### config.mk
export PLATFORM = sky130hd
export DESIGN_NAME = uart_rx
export DESIGN_NICKNAME = d
export VERILOG_FILES = /design/src/rtl/uart_rx.sv
export SDC_FILE = /design/constraint.sdc
export NUM_CORES = 1
export LEC_CHECK = 0
export CAP_MARGIN = 20
export CORE_MARGIN = 4
export CORE_UTILIZATION = 36
export DETAILED_ROUTE_END_ITERATION = 8
export GPL_ROUTABILITY_DRIVEN = 0
export PLACE_DENSITY = 0.57
export SYNTH_ARGS = -nofsm -noshare
export SYNTH_HDL_FRONTEND = slang
export SYNTH_SLANG_ARGS = --single-unit
export TNS_END_PERCENT = 10
### constraint.sdc
create_clock -name clk -period 1.9 [get_ports clk]
set_input_delay 0.38 -clock clk [delete_from_list [all_inputs] [get_ports clk]]
set_output_delay 0.38 -clock clk [all_outputs]
set_load 0.02 [all_outputs]
### src/rtl/uart_rx.sv
// 8N1 UART receiver: 2-flop synchronizer, mid-bit sampling FSM, good-byte counter
// and a retriggerable activity LED.
module uart_rx #(
    parameter int unsigned CLKS_PER_BIT    = 5,
    parameter int unsigned LED_HOLD_CYCLES = 1_000_000
) (
    input  logic        clk,
    input  logic        reset,
    input  logic        rx,
    output logic [7:0]  data_out,
    output logic        data_valid,
    output logic        framing_error,
    output logic        receive_led,
    output logic [15:0] byte_count
);

    localparam int unsigned CntW = $clog2(CLKS_PER_BIT);
    localparam int unsigned LedW = $clog2(LED_HOLD_CYCLES + 1);

    localparam logic [CntW-1:0] HalfCnt = CntW'((CLKS_PER_BIT - 1) / 2);
    localparam logic [CntW-1:0] LastCnt = CntW'(CLKS_PER_BIT - 1);
    localparam logic [LedW-1:0] LedLoad = LedW'(LED_HOLD_CYCLES);

    localparam logic [2:0] StIdle     = 3'd0;
    localparam logic [2:0] StStart    = 3'd1;
    localparam logic [2:0] StData     = 3'd2;
    localparam logic [2:0] StStop     = 3'd3;
    localparam logic [2:0] StWaitHigh = 3'd4;

    logic            rx_meta_q, rx_s_q;
    logic [2:0]      state_q, state_d;
    logic [CntW-1:0] cnt_q, cnt_d;
    logic [2:0]      idx_q, idx_d;
    logic [7:0]      shift_q, shift_d;
    logic [7:0]      data_q, data_d;
    logic            valid_q, valid_d;
    logic            ferr_q, ferr_d;
    logic [15:0]     byte_count_q, byte_count_d;
    logic [LedW-1:0] led_cnt_q, led_cnt_d;

    always_comb begin
        state_d      = state_q;
        cnt_d        = cnt_q;
        idx_d        = idx_q;
        shift_d      = shift_q;
        data_d       = data_q;
        valid_d      = 1'b0;
        ferr_d       = 1'b0;
        byte_count_d = byte_count_q;
        led_cnt_d    = (led_cnt_q != '0) ? led_cnt_q - LedW'(1) : '0;

        case (state_q)
            StIdle: begin
                if (!rx_s_q) begin
                    state_d = StStart;
                    cnt_d   = '0;
                end
            end
            StStart: begin
                if (cnt_q == HalfCnt) begin
                    // A start bit that is gone by mid-bit is treated as a glitch.
                    if (!rx_s_q) begin
                        state_d = StData;
                        cnt_d   = '0;
                        idx_d   = '0;
                    end else begin
                        state_d = StIdle;
                    end
                end else begin
                    cnt_d = cnt_q + CntW'(1);
                end
            end
            StData: begin
                if (cnt_q == LastCnt) begin
                    shift_d[idx_q] = rx_s_q;
                    cnt_d          = '0;
                    idx_d          = idx_q + 3'd1;
                    if (idx_q == 3'd7) begin
                        state_d = StStop;
                    end
                end else begin
                    cnt_d = cnt_q + CntW'(1);
                end
            end
            StStop: begin
                if (cnt_q == LastCnt) begin
                    cnt_d = '0;
                    // Leave at mid-stop-bit so a back-to-back start edge is not missed.
                    if (rx_s_q) begin
                        data_d       = shift_q;
                        valid_d      = 1'b1;
                        byte_count_d = byte_count_q + 16'd1;
                        led_cnt_d    = LedLoad;
                        state_d      = StIdle;
                    end else begin
                        ferr_d  = 1'b1;
                        state_d = StWaitHigh;
                    end
                end else begin
                    cnt_d = cnt_q + CntW'(1);
                end
            end
            StWaitHigh: begin
                if (rx_s_q) begin
                    state_d = StIdle;
                end
            end
            default: state_d = StIdle;
        endcase
    end

    always_ff @(posedge clk) begin
        if (reset) begin
            rx_meta_q    <= 1'b1;
            rx_s_q       <= 1'b1;
            state_q      <= StIdle;
            cnt_q        <= '0;
            idx_q        <= '0;
            shift_q      <= '0;
            data_q       <= '0;
            valid_q      <= 1'b0;
            ferr_q       <= 1'b0;
            byte_count_q <= '0;
            led_cnt_q    <= '0;
        end else begin
            rx_meta_q    <= rx;
            rx_s_q       <= rx_meta_q;
            state_q      <= state_d;
            cnt_q        <= cnt_d;
            idx_q        <= idx_d;
            shift_q      <= shift_d;
            data_q       <= data_d;
            valid_q      <= valid_d;
            ferr_q       <= ferr_d;
            byte_count_q <= byte_count_d;
            led_cnt_q    <= led_cnt_d;
        end
    end

    assign data_out      = data_q;
    assign data_valid    = valid_q;
    assign framing_error = ferr_q;
    assign byte_count    = byte_count_q;
    assign receive_led   = (led_cnt_q != '0);

endmodule

==> metrics.yaml, run 1 <==
status: "complete, but fails checks"
violations: "setup timing"
max_slew_margin_pct: 71.39
fmax_mhz: 511.1
syn_avg_cell_area_um2: 8.773
worst_slack_ps: -56.44
grt_start_max_net_pins: 44
ys_async_sr_fraction_pct: 0
synth-edff-count: 0
drc_errors: 0
antenna_cells: 0
postRouteAntennaNets: 0
htreeDepth: 3
fillers: 747
cts_num_sinks: 65
path_buf_inv: 2
arrival_ps: 1580
period_needed_ps: 1956
synth.net_count: 352
cp_max_fo: 2
start_kind: "flop"
grt_pass1_vias: 2456
yosysSeqAreaShare_pct: 43.50
multi_input_area_mm2: 0.001652
initial_core_util_pct: 37.93
via_per_inst: 5.146
fin_tns_setup_ps: -56.44
dp_hpwl_um: 4543
wirelength_um: 6551
fin_worst_skew_ps: 10.54
io_pins: 30
yosysUniqueCellTypes: 48
critPathSlowestCell: "dfxtp_2"
cp_cell_sequence: "inv_2 > ha_2 > nor4b_4 > nand3_1 > or2_4 > buf_6"
drv_slew: 0
finalCritPeriodShare_pct: 103.0
power.total_w: 0.005315
fin_hold_ws_ps: 410.2
ir_drop_v: 0.0005088
worst_pin_slew_ps: 427.1
numCtsBuffers: 9
die_w_um: 99.16
netlist.area_leader.share_pct: 43.50
reg2reg_to: "led_cnt_q[2]"
drtPass1Iterations: 6
yosysTopAreaCell: "dfxtp_1"
timing_worst_setup_path_type: "reg2out"
r2r-start: "led_cnt_q[11]"
die_y_um: 99.16
gr-total-overflow: 0
syn_area_mm2: 0.002992
synth_warnings: 0
core_area_mm2: 0.007888
track_usage_pct: 13.96
clock_latency_ps: 340
power_density_mw_per_mm2: 1331
ys.flop_type: "dfxtp_1"
drv_cap: 0
hold_violations: 0
seq_area_mm2: 0.001306
synthCells: 341
worstHoldPathType: "reg2reg"
leakage_nw: 1.506
drtIter0Drc: 82
slowest_delay_ps: 320
holdCritStartpoint: "rx_meta_q"
clkTransAtPathRegs_ps: 70
via_count: 2640
rsz0062_at_grt: "yes"
ff2ff_path_depth: 7
detail_route.wl_per_cell_um: 12.77
critPathRequiredTime_ps: 1520
r2r_slack_ps: 110
nets: 417
grt_antenna_before_repair: 0
grt_pass1_wl_um: 11220
cts_max_path_buffers: 2
drive_above_1_share_pct: 21.17
end_kind: "output pin"
ctsHoldBuffers: 0
cts_tree: "done"
hold_depth: 1
port_buffers: 29
fp.dieArea_mm2: 0.009833
holdPathEnd: "rx_s_q"
cts_root_buf: "clkbuf_8"
cpLargestDelayFamily: "simple AND/OR/NAND/NOR gates"
std_cell_rows: 32
finalSetupViolations: 1
areaGrowthSynthToFinish_pct: 33.50
ys_ff_latch: 65
place_ws_ps: -193.6
synth_area_leaders: "dfxtp_1 43%, nor2_1 4.9%, a21oi_1 4.9%"
[logic make-up after synthesis]
family	count (synthesis)	synth area share, %
fa+ha+maj	8	3.346
compound gates	65	12.92
flops	65	43.50
buf+inv	27	3.639
xor+xnor	20	5.855
mux	7	2.342
simple gates	149	28.40
[metrics by stage]
step           area, um^2  util [%]  cells
2_1_floorplan        2992         -    341
3_3_place_gp         3636     46.10    493
3_5_place_dp         3636     46.10    493
4_1_cts              3920     49.70    511
5_1_grt              3994     50.63    513
6_report             3994     50.63    513
[worst max-delay path by stage]
stage	startpoint	end	slack (ps)	cells after the start
finish	led_cnt_q[0]	receive_led	-60	6
global route	led_cnt_q[0]	receive_led	-160	6
floorplan	led_cnt_q[6]	receive_led	190	3
detailed placement	led_cnt_q[14]	receive_led	-190	4
global placement	led_cnt_q[0]	receive_led	-150	6
CTS	led_cnt_q[11]	receive_led	-80	4
[cells in the final DEF, fill, tap and decap left out, types with 5 or more instances in the layout]
master,n
mux2i_1,7
or3_1,11
buf_4,39
inv_1,8
ha_1,7
nand2_1,25
xnor2_1,10
clkdlybuf4s50_1,28
nor3b_1,5
nor3_1,5
nor2_1,38
nand3_1,12
a21oi_1,29
clkbuf_8,10
dfxtp_1,61
nand4_1,12
o21ai_0,17
xor2_1,10
[cell type report]
cell class | count | area share [%]
clock buffer | 11 | 3.540
clock inverter | 5 | 2.569
inverter | 10 | 0.9398
multi-input combinational | 249 | 41.35
sequential | 65 | 32.71
tap | 102 | 3.195
timing repair buffer | 71 | 15.70
[worst reg2reg max path: stages, from the launching register on]
cell	delay [ps]
dfxtp_2	340
nor4_4	320
nand3b_1	160
buf_4	160
buf_6	100
buf_6	120
o211ai_4	370
nor2_1	100
[Yosys cell counts (7+ instances only)]
cell type / instances
xor2_1: 10
nor2_1: 39
or3_1: 11
o21ai_0: 18
nand4_1: 12
clkbuf_1: 11
a21oi_1: 29
nand3_1: 12
dfxtp_1: 65
mux2i_1: 7
ha_1: 8
inv_1: 10
xnor2_1: 10
nand2_1: 25
[layer usage]
layer	part of all wire, %	wire [um]	global-route usage (%)	up-vias
met2	46	3003	21.38	37
li1	-	-	-	1348
met3	3.9	257	3.787	8
met1	49	3203	18.73	1247
met4	1.3	86	5.357	0
met5	0	0	0	-
[repair_timing]
| action | CTS | global route |
|---|---|---|
| buffers inserted | 2 | 2 |
| endpoints found under the setup margin | 1 | 28 |
| pin swaps | 1 | 9 |
| resized for setup | 10 | 18 |
| gates cloned | 0 | 0 |
[flip-flops by register name (all words and copies together), names as in the netlist]
register and count:
led_cnt_q 20, idx_q 3, framing_error 1, rx_meta_q 1, shift_q 8, data_valid 1, cnt_q 3, rx_s_q 1
data_out 8, byte_count 16, state_q 3
[report_power, final]
group	internal, W	switching [W]
sequential	0.00156	0.000152
combinational	0.00119	0.000982
clock	0.000906	0.000528
total	0.00365	0.00166
No activity file was read; power rests on OpenSTA's default activity.
==> run 2: changes to the inputs <==
Settings changed: CORE_MARGIN 4 to 2.
==> metrics.yaml, run 2 (synthesis results as in run 1) <==
cts_tree: "done"
gr-total-overflow: 0  # unchanged
final_cell_mix: "63 x dfxtp_1, 43 x buf_4, 39 x nor2_1"
worst_pin_slew_ps: 428.3  # +1.146 ps
worst_slack_ps: -36.80  # +19.64 ps
fp.dieArea_mm2: 0.009055  # -7.9%
use_met2_pct: 22.95  # +1.6 points
fin_worst_skew_ps: 10.03  # -0.5064 ps
port_buffers: 29  # unchanged
end_kind: "output pin"
violations: "setup timing"
finalCritPeriodShare_pct: 101.9  # -1.0 points
dp_hpwl_um: 4437  # -2.3%
top_register: "led_cnt_q"
cp_max_fo: 2  # unchanged
ir_drop_v: 0.0006492  # +28%
hold_violations: 0  # unchanged
final_common_cell: "dfxtp_1"
arrival_ps: 1560  # -20 ps
grtUsageMet3_pct: 4.822  # +1.0 points
via_per_inst: 5.054  # -1.8%
cts_max_path_buffers: 2  # unchanged
status: "complete, but fails checks"
drc_errors: 0  # unchanged
placed_area_mm2: 0.003627  # -0.24%
cts_num_sinks: 65  # unchanged
power.total_w: 0.004924  # -7.4%
drtPass1Iterations: 4  # -2
grt_pass1_wl_um: 10780  # -3.9%
cts_root_buf: "clkbuf_8"
fin_cells: 518  # +0.97%
initial_core_util_pct: 36.78  # -1.1 points
grt_start_max_net_pins: 27  # -39%
post-route-util_pct: 48.30  # -2.3 points
io_pins: 30  # unchanged
antenna_cells: 0  # unchanged
via_count: 2618  # -0.83%
track_usage_pct: 15.36  # +1.4 points
r2r-start: "led_cnt_q[0]"
drv_cap: 0  # unchanged
top_usage_layer: "met2"
period_needed_ps: 1937  # -19.64 ps
timing_worst_setup_path_type: "reg2out"
worstHoldPathType: "reg2reg"
grt_pass1_vias: 2323  # -5.4%
finalSetupViolations: 1  # unchanged
critPathLaunch: "led_cnt_q[0]"
critPathRequiredTime_ps: 1520  # about the same
power_density_mw_per_mm2: 1253  # -5.8%
std_cell_rows: 33  # +3.1%
wirelength_um: 6532  # -0.29%
die_w_um: 95.16  # -4.0%
largest_register_ffs: 20  # unchanged
fin_area_mm2: 0.003929  # -1.6%
die_y_um: 95.16  # -4.0%
clkTransAtPathRegs_ps: 80  # about the same
rsz0062_at_grt: "yes"
ctsHoldBuffers: 0  # unchanged
areaGrowthSynthToFinish_pct: 31.33
postRouteAntennaNets: 0  # unchanged
detail_route.wl_per_cell_um: 12.61  # -1.3%
start_kind: "flop"
htreeDepth: 3  # unchanged
max_slew_margin_pct: 71.23  # -0.16 points
drive_above_1_share_pct: 21.31  # +0.14 points
nets: 419  # +0.48%
leakage_nw: 1.509  # +0.23%
numCtsBuffers: 9  # unchanged
drtIter0Drc: 110  # +34%
fin_hold_ws_ps: 413.9  # +3.729 ps
fmax_mhz: 516.3  # +1.0%
fillers: 785  # +5.1%
met1_usage_pct: 20.66  # +1.9 points
dp.cells: 496  # +0.61%
drv_slew: 0  # unchanged
clock_latency_ps: 350  # about the same
grt_antenna_before_repair: 0  # unchanged
holdCritStartpoint: "rx_meta_q"
core_area_mm2: 0.008134  # +3.1%
run 2: repair_timing:
| item | in CTS | in global routing |
|---|---|---|
| resized for setup | 16 | 9 |
| setup buffers | 4 | 2 |
| setup endpoints to repair | 1 | 23 |
| pin swaps | 2 | 2 |
| hold endpoints to repair | 0 | 0 |
run 2: path summary, 6_finish.rpt:
check | cells past startpoint | slack, ps | to
setup / recovery | 6 | -40 | receive_led
hold / removal | 1 | 410 | rx_s_q
setup reg to reg | 10 | 20 | led_cnt_q[19]
hold reg to reg | 1 | 410 | rx_s_q
run 2: stage by stage:
stage | worst slack (ps) | setup TNS (ps)
final | -36.80 | -36.80
after global routing | -132.2 | -1202
after CTS | -61.62 | -61.62
after detailed placement | -181.3 | -181.3
after global placement | -154.3 | -154.3
after floorplan | 186.0 | 0
run 2: routing by layer:
metal / part of all wire, % / vias up / wire [um]
met1: 50 / 1224 / 3256
met4: 1.6 / 0 / 107
met2: 45 / 33 / 2941
met3: 3.5 / 12 / 226
met5: 0 / - / 0
li1: - / 1349 / -
run 2: where the power goes:
group | internal, W | switching [W]
Clock | 0.000616 | 0.000587
Combinational | 0.00107 | 0.000945
Sequential | 0.00156 | 0.000150
Total | 0.00324 | 0.00168
run 2: worst max-delay path: stages (launching register included):
cell and delay (ps):
dfxtp_2 330, inv_2 70, ha_4 130, nor4b_4 200
nand3_2 110, or2_4 240, buf_6 130
run 2: layout make-up:
| class | instances | area, um^2 | share of cell area [%] |
|---|---|---|---|
| Inverter | 10 | 37.54 | 0.9554 |
| Multi-Input combinational cell | 249 | 1627 | 41.40 |
| Tap cell | 105 | 131.4 | 3.344 |
| Clock inverter | 7 | 77.57 | 1.975 |
| Timing Repair Buffer | 73 | 628.1 | 15.99 |
| Sequential cell | 65 | 1304 | 33.18 |
| Clock buffer | 9 | 123.9 | 3.153 |
